### src/rtl/div_sequencer_pkg.sv
// Shared sequencer definitions for the iterative Div/Mult units.
// State encoding, Moore output decode and HI/LO commit mapping.
package div_sequencer_pkg;

  typedef enum logic [2:0] {
    S_IDLE = 3'd0,
    S_LOAD = 3'd1,
    S_RUN  = 3'd2,
    S_DONE = 3'd3,
    S_ERR  = 3'd4
  } seq_state_t;

  localparam bit HILO_MIPS     = 1'b1;
  localparam bit HILO_STRAIGHT = 1'b0;

  typedef struct packed {
    logic busy;
    logic ctrl;
    logic rst;
    logic done;
  } seq_moore_t;

  function automatic seq_moore_t moore_out(input seq_state_t s);
    seq_moore_t o;
    o      = '0;
    o.busy = (s != S_IDLE);
    o.ctrl = (s == S_LOAD) || (s == S_RUN);
    o.rst  = (s == S_ERR);
    o.done = (s == S_DONE);
    return o;
  endfunction

  // Returns {hi, lo}; MIPS puts the remainder in HI.
  function automatic logic [63:0] hilo_map(
    input bit          swap,
    input logic [31:0] quo,
    input logic [31:0] rem
  );
    return swap ? {rem, quo} : {quo, rem};
  endfunction

endpackage

### src/rtl/div_sequencer.sv
// Drives the iterative Div unit for DIV instructions and commits
// its result into the architectural HI/LO registers.
module div_sequencer
  import div_sequencer_pkg::*;
#(
  parameter logic [31:0] TIMEOUT   = 32'd65536,
  parameter bit          HILO_SWAP = HILO_MIPS
) (
  input  logic        clock,
  input  logic        reset,
  input  logic        start,
  input  logic        abort,
  input  logic [31:0] op_a,
  input  logic [31:0] op_b,
  output logic        busy,
  output logic        done,
  output logic        div0_exc,
  output logic        ovr_exc,
  output logic [31:0] hi_out,
  output logic [31:0] lo_out,
  output logic [31:0] div_a,
  output logic [31:0] div_b,
  output logic        div_ctrl,
  output logic        div_rst,
  input  logic        div_done,
  input  logic        div_zero,
  input  logic [31:0] div_hi,
  input  logic [31:0] div_lo
);

  seq_state_t  state;
  seq_state_t  nxt;
  seq_moore_t  mo;
  logic [31:0] cnt;
  logic        latch;
  logic        capture;
  logic        set_d0;
  logic        set_ov;
  logic        cnt_clr;
  logic        cnt_inc;
  logic [63:0] hilo;

  always_comb begin
    nxt     = state;
    latch   = 1'b0;
    capture = 1'b0;
    set_d0  = 1'b0;
    set_ov  = 1'b0;
    cnt_clr = 1'b0;
    cnt_inc = 1'b0;
    unique case (state)
      S_IDLE: begin
        if (start && !abort) begin
          latch = 1'b1;
          nxt   = S_LOAD;
        end
      end
      S_LOAD: begin
        if (abort) begin
          nxt = S_ERR;
        end else begin
          cnt_clr = 1'b1;
          nxt     = S_RUN;
        end
      end
      S_RUN: begin
        if (abort) begin
          nxt = S_ERR;
        end else if (div_zero) begin
          set_d0 = 1'b1;
          nxt    = S_ERR;
        end else if (div_done) begin
          capture = 1'b1;
          nxt     = S_DONE;
        end else if (TIMEOUT != 32'd0 &&
                     cnt == TIMEOUT - 32'd1) begin
          set_ov = 1'b1;
          nxt    = S_ERR;
        end else begin
          cnt_inc = 1'b1;
        end
      end
      S_DONE:  nxt = S_IDLE;
      S_ERR:   nxt = S_IDLE;
      default: nxt = S_IDLE;
    endcase
  end

  assign mo   = moore_out(nxt);
  assign hilo = hilo_map(HILO_SWAP, div_hi, div_lo);

  // Outputs are registered from the next state, so they are pure
  // functions of the current state as seen outside.
  always_ff @(posedge clock or posedge reset) begin
    if (reset) begin
      state    <= S_IDLE;
      busy     <= 1'b0;
      done     <= 1'b0;
      div0_exc <= 1'b0;
      ovr_exc  <= 1'b0;
      div_ctrl <= 1'b0;
      div_rst  <= 1'b0;
      hi_out   <= '0;
      lo_out   <= '0;
      div_a    <= '0;
      div_b    <= '0;
      cnt      <= '0;
    end else begin
      state    <= nxt;
      busy     <= mo.busy;
      done     <= mo.done;
      div_ctrl <= mo.ctrl;
      div_rst  <= mo.rst;
      div0_exc <= set_d0;
      ovr_exc  <= set_ov;
      if (latch) begin
        div_a <= op_a;
        div_b <= op_b;
      end
      if (capture) begin
        hi_out <= hilo[63:32];
        lo_out <= hilo[31:0];
      end
      if (cnt_clr) begin
        cnt <= '0;
      end else if (cnt_inc) begin
        cnt <= cnt + 32'd1;
      end
    end
  end

endmodule

### config.mk
export PLATFORM = sky130hd
export DESIGN_NAME = div_sequencer
export DESIGN_NICKNAME = d
export VERILOG_FILES = /design/src/rtl/div_sequencer_pkg.sv /design/src/rtl/div_sequencer.sv
export SDC_FILE = /design/constraint.sdc
export NUM_CORES = 1
export LEC_CHECK = 0
export CAP_MARGIN = 20
export CORE_UTILIZATION = 47
export CTS_CLUSTER_DIAMETER = 150
export DETAILED_ROUTE_END_ITERATION = 7
export PLACE_DENSITY = 0.86
export SYNTH_ARGS = -nofsm -noshare
export SYNTH_HDL_FRONTEND = slang
export SYNTH_SLANG_ARGS = --single-unit
### constraint.sdc
create_clock -name clock -period 16.6 [get_ports clock]
set_clock_uncertainty 0.15 [all_clocks]
set_input_delay 3.32 -clock clock [delete_from_list [all_inputs] [get_ports clock]]
set_output_delay 3.32 -clock clock [all_outputs]
set_load 0.05 [all_outputs]
---- Yosys cells after proc, flatten, opt, wreduce, memory -nomap -nowiden ----
Cells that the tools add are included.
cells by class
  $add $sub $neg .......................... 1
  muxes and demuxes ....................... 30
  reduce and logical (&&, ||, !) cells .... 6
  equality and inequality tests ........... 7
operators with widths
  kind                   count
  $mux 32                2
  $add 32x1->32 const B  1
  $eq 32x16->1 const B   1
  $mux 1                 21
  $mux 3                 6
  $eq 3x2->1 const B     3
  $pmux 3 s3             1
  $eq 3x1->1 const B     2
  $eq 3x3->1 const B     1
  $logic_not 3->1        1
  $reduce_bool 3->1      1
  $reduce_bool 2->1      1
  $logic_and 1x1->1      1
  $logic_not 1->1        1
  $logic_or 1x1->1       1
word-level totals
  input bits .............................. 134
  output and inout port bits .............. 134
  register bits after elaboration ......... 169
  logic and storage cells ................. 56

---- Longest topological paths before layout ----
Gate-level depths: netlist of the first run.
  depth in word-level cells ............... 8
  gate-level depth with buffers ........... 8
  depth with buffers taken out ............ 6

---- Worst setup path after synthesis of the first run ----
OpenSTA, ideal clock, no wires.
  path kind ............................... input to register
  from .................................... in abort
  to ...................................... reg hi_out[0]
  data arrival time ....................... 5.012 ns
  setup time .............................. 0.125 ns
  buffers on the path ..................... 3
  stages on the path ...................... 8
  required time ........................... 16.325 ns
  path slack .............................. 11.314 ns
  path through ............................ or4b_1 -> buf_2 -> nor2_1 -> nand2_1 -> inv_2 -> buf_2 -> buf_2 -> mux2_2
between the ends
  cells in the longest elaborated chain, start to end .. 2
ends and longest elaborated chain
  what                    line                  text
  start: declaration      div_sequencer.sv:12   input logic abort,
  $mux 1                  div_sequencer.sv:67   if (abort) begin
  $mux 1                  div_sequencer.sv:51   unique case (state)
  end signal: assignment  div_sequencer.sv:121  hi_out <= hilo[63:32];
  end: declaration        div_sequencer.sv:19   output logic [31:0] hi_out,
Every way passes these cells.
A chain may end at the register's enable or synchronous reset.

---- Worst setup path after layout of the first run ----
  from .................................... in abort
  to ...................................... reg hi_out[1]
The elaborated chain is that of the path after synthesis.

==> results of run 1 <==
[Yosys cell counts (5+ instances only)]
library cell  instances  area (µm²)
nand2_1              20        75.1
buf_2                 8        40.0
nand3_1               9        45.0
inv_1                 5        18.8
o21ai_0               9        45.0
dfrtp_1             169        4230
xor2_1                6        52.6
or3_1                15        93.8
o31ai_1               9        67.6
nor2_1               12        45.0
clkbuf_1             13        48.8
o21ai_1               6        30.0
nor4_1                5        31.3
nand4_1              14        87.6
o211ai_1              7        52.6
mux2_2              128        1440
a21oi_1              18        90.1
[how the worst max path moves through the flow]
stage | cells after the start | slack (ps) | endpoint | startpoint
final | 7 | 10680 | hi_out[1] | abort
after global routing | 7 | 10510 | lo_out[10] | abort
after CTS | 7 | 10690 | hi_out[14] | abort
after detailed placement | 7 | 10300 | hi_out[1] | abort
after global placement | 7 | 10420 | hi_out[3] | abort
after floorplan | 1 | 8550 | busy | reset
[final cells by class]
type                            instances  area, µm²
Fill cell                             941       3790
Clock inverter                          6       86.3
Sequential cell                       169       4230
Timing Repair Buffer                  271       2700
Inverter                                6       27.5
Antenna cell                            1       2.50
Multi-Input combinational cell        291       2480
Tap cell                              180        225
Clock buffer                           26        499
[flip-flops by register name, summed over array words and instances (netlist names)]
register  count
div0_exc      1
done          1
state         3
div_rst       1
lo_out       32
hi_out       32
cnt          32
busy          1
div_a        32
div_ctrl      1
div_b        32
ovr_exc       1
[power by group through the flow]
stage / Combinational, mW / Clock (mW) / Sequential (mW)
6_report: 0.621 / 0.392 / 0.545
5_1_grt: 0.643 / 0.417 / 0.555
4_1_cts: 0.626 / 0.399 / 0.546
3_5_place_dp: 0.623 / 0 / 0.550
3_3_place_gp: 0.615 / 0 / 0.545
2_1_floorplan: 0.0914 / 0 / 0.840
[worst max-delay path: cells and delay by family]
family                 cells  cell delay, ps
AND/OR/NAND/NOR            3            1090
multiplexers               1             420
buffers and inverters      3            1200
[metal layers]
metal	wire, µm	share of wire [%]	GRT usage, %	up-vias
li1	-	-	-	2328
met1	6760	37	28.8	2531
met2	9000	50	41.4	256
met3	1660	9.2	8.46	46
met4	665	3.7	11.7	0
met5	0	0	0	-
[stage by stage]
stage,hold slack [ps],power (mW)
floorplan,326,0.931
global placement,337,1.16
detailed placement,345,1.17
CTS,358,1.57
global route,373,1.62
finish,355,1.56
[kinds of logic after synthesis]
family / Yosys count / synth area share [%]
flip-flops: 169 / 62.0
buffers and inverters: 27 / 1.63
XOR/XNOR: 7 / 0.899
adder cells (fa/ha/maj): 1 / 0.183
AND/OR/NAND/NOR: 98 / 8.88
multiplexers: 130 / 21.4
AO/OA/AOI/OAI: 55 / 4.99
==> flow_metrics.tcl, run 1 <==
set metrics [dict create \
    cellLeakagePower_nw 4.37 \
    rsz0062_at_grt "false" \
    setup_viol 0 \
    worst_slack_ps 10680 \
    io_buffer_count 267 \
    critPathRequiredTime_ps 16750 \
    grt_pass1_wl_um 28000 \
    synth_edf_count 0 \
    fin_crit_sh_pct 35.6 \
    clkTransAtPathRegs_ps 60 \
    clockBufferDepth 2 \
    vdd_drop_max_mv 0.110 \
    final_cell_mix "267 x clkdlybuf4s50_1, 169 x dfrtp_1, 128 x mux2_2, 20 x nand2_1, 18 x a21oi_1" \
    post-route-min-period_ps 5920 \
    drv_cap 0 \
    die_w_um 122 \
    clockPowerShare_pct 25.2 \
    ant_nets 0 \
    max_slew_margin_pct 39.5 \
    cts_num_sinks 169 \
    htreeDepth 4 \
    synth_warnings 0 \
    drc 0 \
    synth_fp_nets 622 \
    area_growth_pct 50.3 \
    hold_depth 1 \
    grt-ovfl-total 0 \
    path_cells "clkdlybuf4s50_1, or4b_1, nor2_1, nand2_1, inv_2, buf_4, mux2_2" \
    grt_pass1_vias 5550 \
    slew_violations 0 \
    path_class "in -> reg" \
    routed_wl_um 18100 \
    root_buffer "clkbuf_16" \
    cts_tree "built" \
    p_comb_share_pct 39.9 \
    tns_ps 0 \
    antenna_found_initial 1 \
    fp-row-count 43 \
    hp-class "reg -> reg" \
    dr.pass1.iters 4 \
    vias 5161 \
    path_max_fanout 66 \
    status "complete, no violations" \
    grt_max_degree 98 \
    initial_core_util_pct 48.6 \
    netlist_instances 487 \
    synth_area_per_cell_um2 14.0 \
    switching_share_pct 38.2 \
    io_pins 268 \
    final_cells 950 \
    layout-drive-gt1-share_pct 21.7 \
    p_sw_uw 596 \
    dpl.cell_count 917 \
    worstSetupEndpointType "flop" \
    ctsResizeCount 0 \
    place.gp.congestion 0.874 \
    seq_area_frac_synth_pct 62.0 \
    hold_start "lo_out[11]" \
    timing.rr.end "hi_out[1]" \
    min_to "lo_out[11]" \
    drtIter0Drc 197 \
    rr_worst_depth 6 \
    cts_setup_buffers 0 \
    final_nets 891 \
    worst_pin_slew_ps 908 \
    track_usage_pct 24.9 \
    p_int_uw 963 \
    cts_buffers 17 \
    die-area_um2 15000 \
    insertion_delay_ps 420 \
    postCtsHoldBufs 0 \
    dp_hpwl_um 13000 \
    synth-seq-cells 169 \
    routed_via_density 5.43 \
    fp.dieH_um 122 \
    core_area_um2 14000 \
    final_util_pct 73.0 \
    max_freq_mhz 169 \
    report.final.hold_viol_count 0 \
    power.density_nw_per_um2 152 \
    timing.rr.start "state[0]" \
    synthArstFlopShare_pct 100 \
    wl_per_cell_um 19.0 \
    ys.flop_type "dfrtp_1" \
    dpl_worst_slack_ps 10300 \
    ys_types 37 \
    placed_cell_area_um2 9670 \
    syn-cell-area_um2 6820 \
    cp-start-kind "primary input" \
    layout_commonest_cell "clkdlybuf4s50_1" \
    seq_power_share_pct 35.0 \
    rrSetupSlack_ps 13620 \
    cpPeakStageDelay_ps 720 \
    fin_area_um2 10300 \
    cpMaxStageDelayCell "or4b_1" \
    worstPathArrival_ps 6070 \
]
Note: power is estimated with default switching activity, not from simulation.
==> inputs of run 2 (changes only) <==
--- a/config.mk
+++ b/config.mk
@@ -6,10 +6,10 @@
 export NUM_CORES = 1
 export LEC_CHECK = 0
 export CAP_MARGIN = 20
-export CORE_UTILIZATION = 47
+export CORE_UTILIZATION = 44
 export CTS_CLUSTER_DIAMETER = 150
 export DETAILED_ROUTE_END_ITERATION = 7
-export PLACE_DENSITY = 0.86
+export PLACE_DENSITY = 0.82
 export SYNTH_ARGS = -nofsm -noshare
 export SYNTH_HDL_FRONTEND = slang
 export SYNTH_SLANG_ARGS = --single-unit
==> constraint.sdc (replaced) <==
create_clock -name clock -period 5.7 [get_ports clock]
set_clock_uncertainty 0.15 [all_clocks]
set_input_delay 1.14 -clock clock [delete_from_list [all_inputs] [get_ports clock]]
set_output_delay 1.14 -clock clock [all_outputs]
set_load 0.05 [all_outputs]
==> run 2 against run 1 <==
Clock power grew to 3.1 times the previous value. Highest routed layer unchanged. Cell count is 0.84% higher. Largest cell class unchanged. Total power grew to 3.0 times the previous value. Register-to-register slack worse by 11000 ps. Flip-flop and latch count stayed put. Sequential share of layout area is 0.24 points lower. Sequential power grew to 2.9 times the previous value. Die area is 6.7% higher.
==> flow_metrics.tcl, run 2 (same netlist as run 1, synthesis figures left out) <==
set metrics [dict create \
    cpMaxStageDelayCell "or4b_1" \
    worstPathArrival_ps 3870 \
    cp.depth 7 \
    dp_hpwl_um 13000 \
    area_growth_pct 51.2 \
    wl_per_cell_um 19.1 \
    fp.dieH_um 127 \
    postCtsHoldBufs 0 \
    initial_core_util_pct 45.0 \
    dpl_worst_slack_ps 1530 \
    cp-start-kind "primary input" \
    path_class "in -> reg" \
    rsz0062_at_grt "false" \
    worstSetupEndpointType "flop" \
    clkTransAtPathRegs_ps 60 \
    tns_ps 0 \
    fin_area_um2 10300 \
    power.density_nw_per_um2 447 \
    path_buf_inv 3 \
    slew_violations 0 \
    cellLeakagePower_nw 4.40 \
    layout_commonest_cell "clkdlybuf4s50_1" \
    timing.rr.start "state[0]" \
    cts_buffers 17 \
    dpl.cell_count 926 \
    io_pins 268 \
    layout-drive-gt1-share_pct 21.9 \
    final_util_pct 68.1 \
    vias 5140 \
    cpPeakStageDelay_ps 710 \
    worst_slack_ps 1980 \
    fp-row-count 45 \
    dr.pass1.iters 4 \
    worst_pin_slew_ps 926 \
    status "complete, no violations" \
    grt-ovfl-total 0 \
    grt_max_degree 170 \
    core_area_um2 15100 \
    max_freq_mhz 269 \
    holdWs_ps 354 \
    rr_worst_depth 6 \
    die_w_um 127 \
    track_usage_pct 23.8 \
    rrSetupSlack_ps 2740 \
    antenna_found_initial 0 \
    htreeDepth 4 \
    final_nets 892 \
    antenna_cells 0 \
    post-route-min-period_ps 3720 \
    critPathRequiredTime_ps 5850 \
    hp-class "reg -> reg" \
    final_cells 958 \
    cts_num_sinks 169 \
    root_buffer "clkbuf_16" \
    cp_top_family "buffers and inverters" \
    clockBufferDepth 2 \
    drtIter0Drc 130 \
    fillers 1049 \
    ctsResizeCount 0 \
    endpoint "hi_out[4]" \
    insertion_delay_ps 420 \
    drc 0 \
    final_cell_mix "267 x clkdlybuf4s50_1, 169 x dfrtp_1, 128 x mux2_2, 20 x nand2_1, 18 x a21oi_1" \
    routed_via_density 5.37 \
    die-area_um2 16000 \
    drv_cap 0 \
    grt_pass1_wl_um 29100 \
    finalPower_mw 4.61 \
    placed_cell_area_um2 9690 \
    cts_setup_buffers 0 \
    path_max_fanout 25 \
    setup_viol 0 \
    place.gp.congestion 0.835 \
    io_buffer_count 267 \
    ant_nets 0 \
    cts_tree "built" \
    fin_crit_sh_pct 65.3 \
    crit_start "abort" \
    routed_wl_um 18300 \
    vdd_drop_max_mv 0.319 \
    grt_pass1_vias 5594 \
    path_cells "clkdlybuf4s50_1, or4b_1, nor2_1, nand2_1, inv_2, buf_4, mux2_2" \
    max_slew_margin_pct 38.3 \
    timing.rr.end "hi_out[4]" \
    report.final.hold_viol_count 0 \
]
run 2: worst min path at each step:
stage / from / slack, ps / depth (start not counted) / to
after floorplan: cnt[30] / 330 / 1 / cnt[30]
after global placement: div_b[19] / 340 / 1 / div_b[19]
after detailed placement: div_a[28] / 340 / 1 / div_a[28]
after CTS: div_a[28] / 360 / 1 / div_a[28]
after global routing: hi_out[26] / 370 / 1 / hi_out[26]
final: div_a[28] / 350 / 1 / div_a[28]
run 2: area by class of cell:
type | instances | area, µm² | share of cell area, %
clock buffers | 22 | 454 | 4.40
clock inverters | 10 | 165 | 1.60
inverters | 6 | 26.3 | 0.255
multi-input cells | 291 | 2480 | 24.1
flip-flops and latches | 169 | 4230 | 41.0
well taps | 188 | 235 | 2.28
repair buffers | 272 | 2720 | 26.4
run 2: layer usage:
metal,track usage (%),share of wire [%],up-vias
met4,9.50,2.4,0
met2,40.9,51,229
met5,0,0,-
met1,27.2,38,2557
met3,8.27,8.7,33
li1,-,-,2321
run 2: power by group:
part / switching (mW) / internal [mW]
clock: 0.463 / 0.749
combinational: 1.14 / 0.667
sequential: 0.136 / 1.45
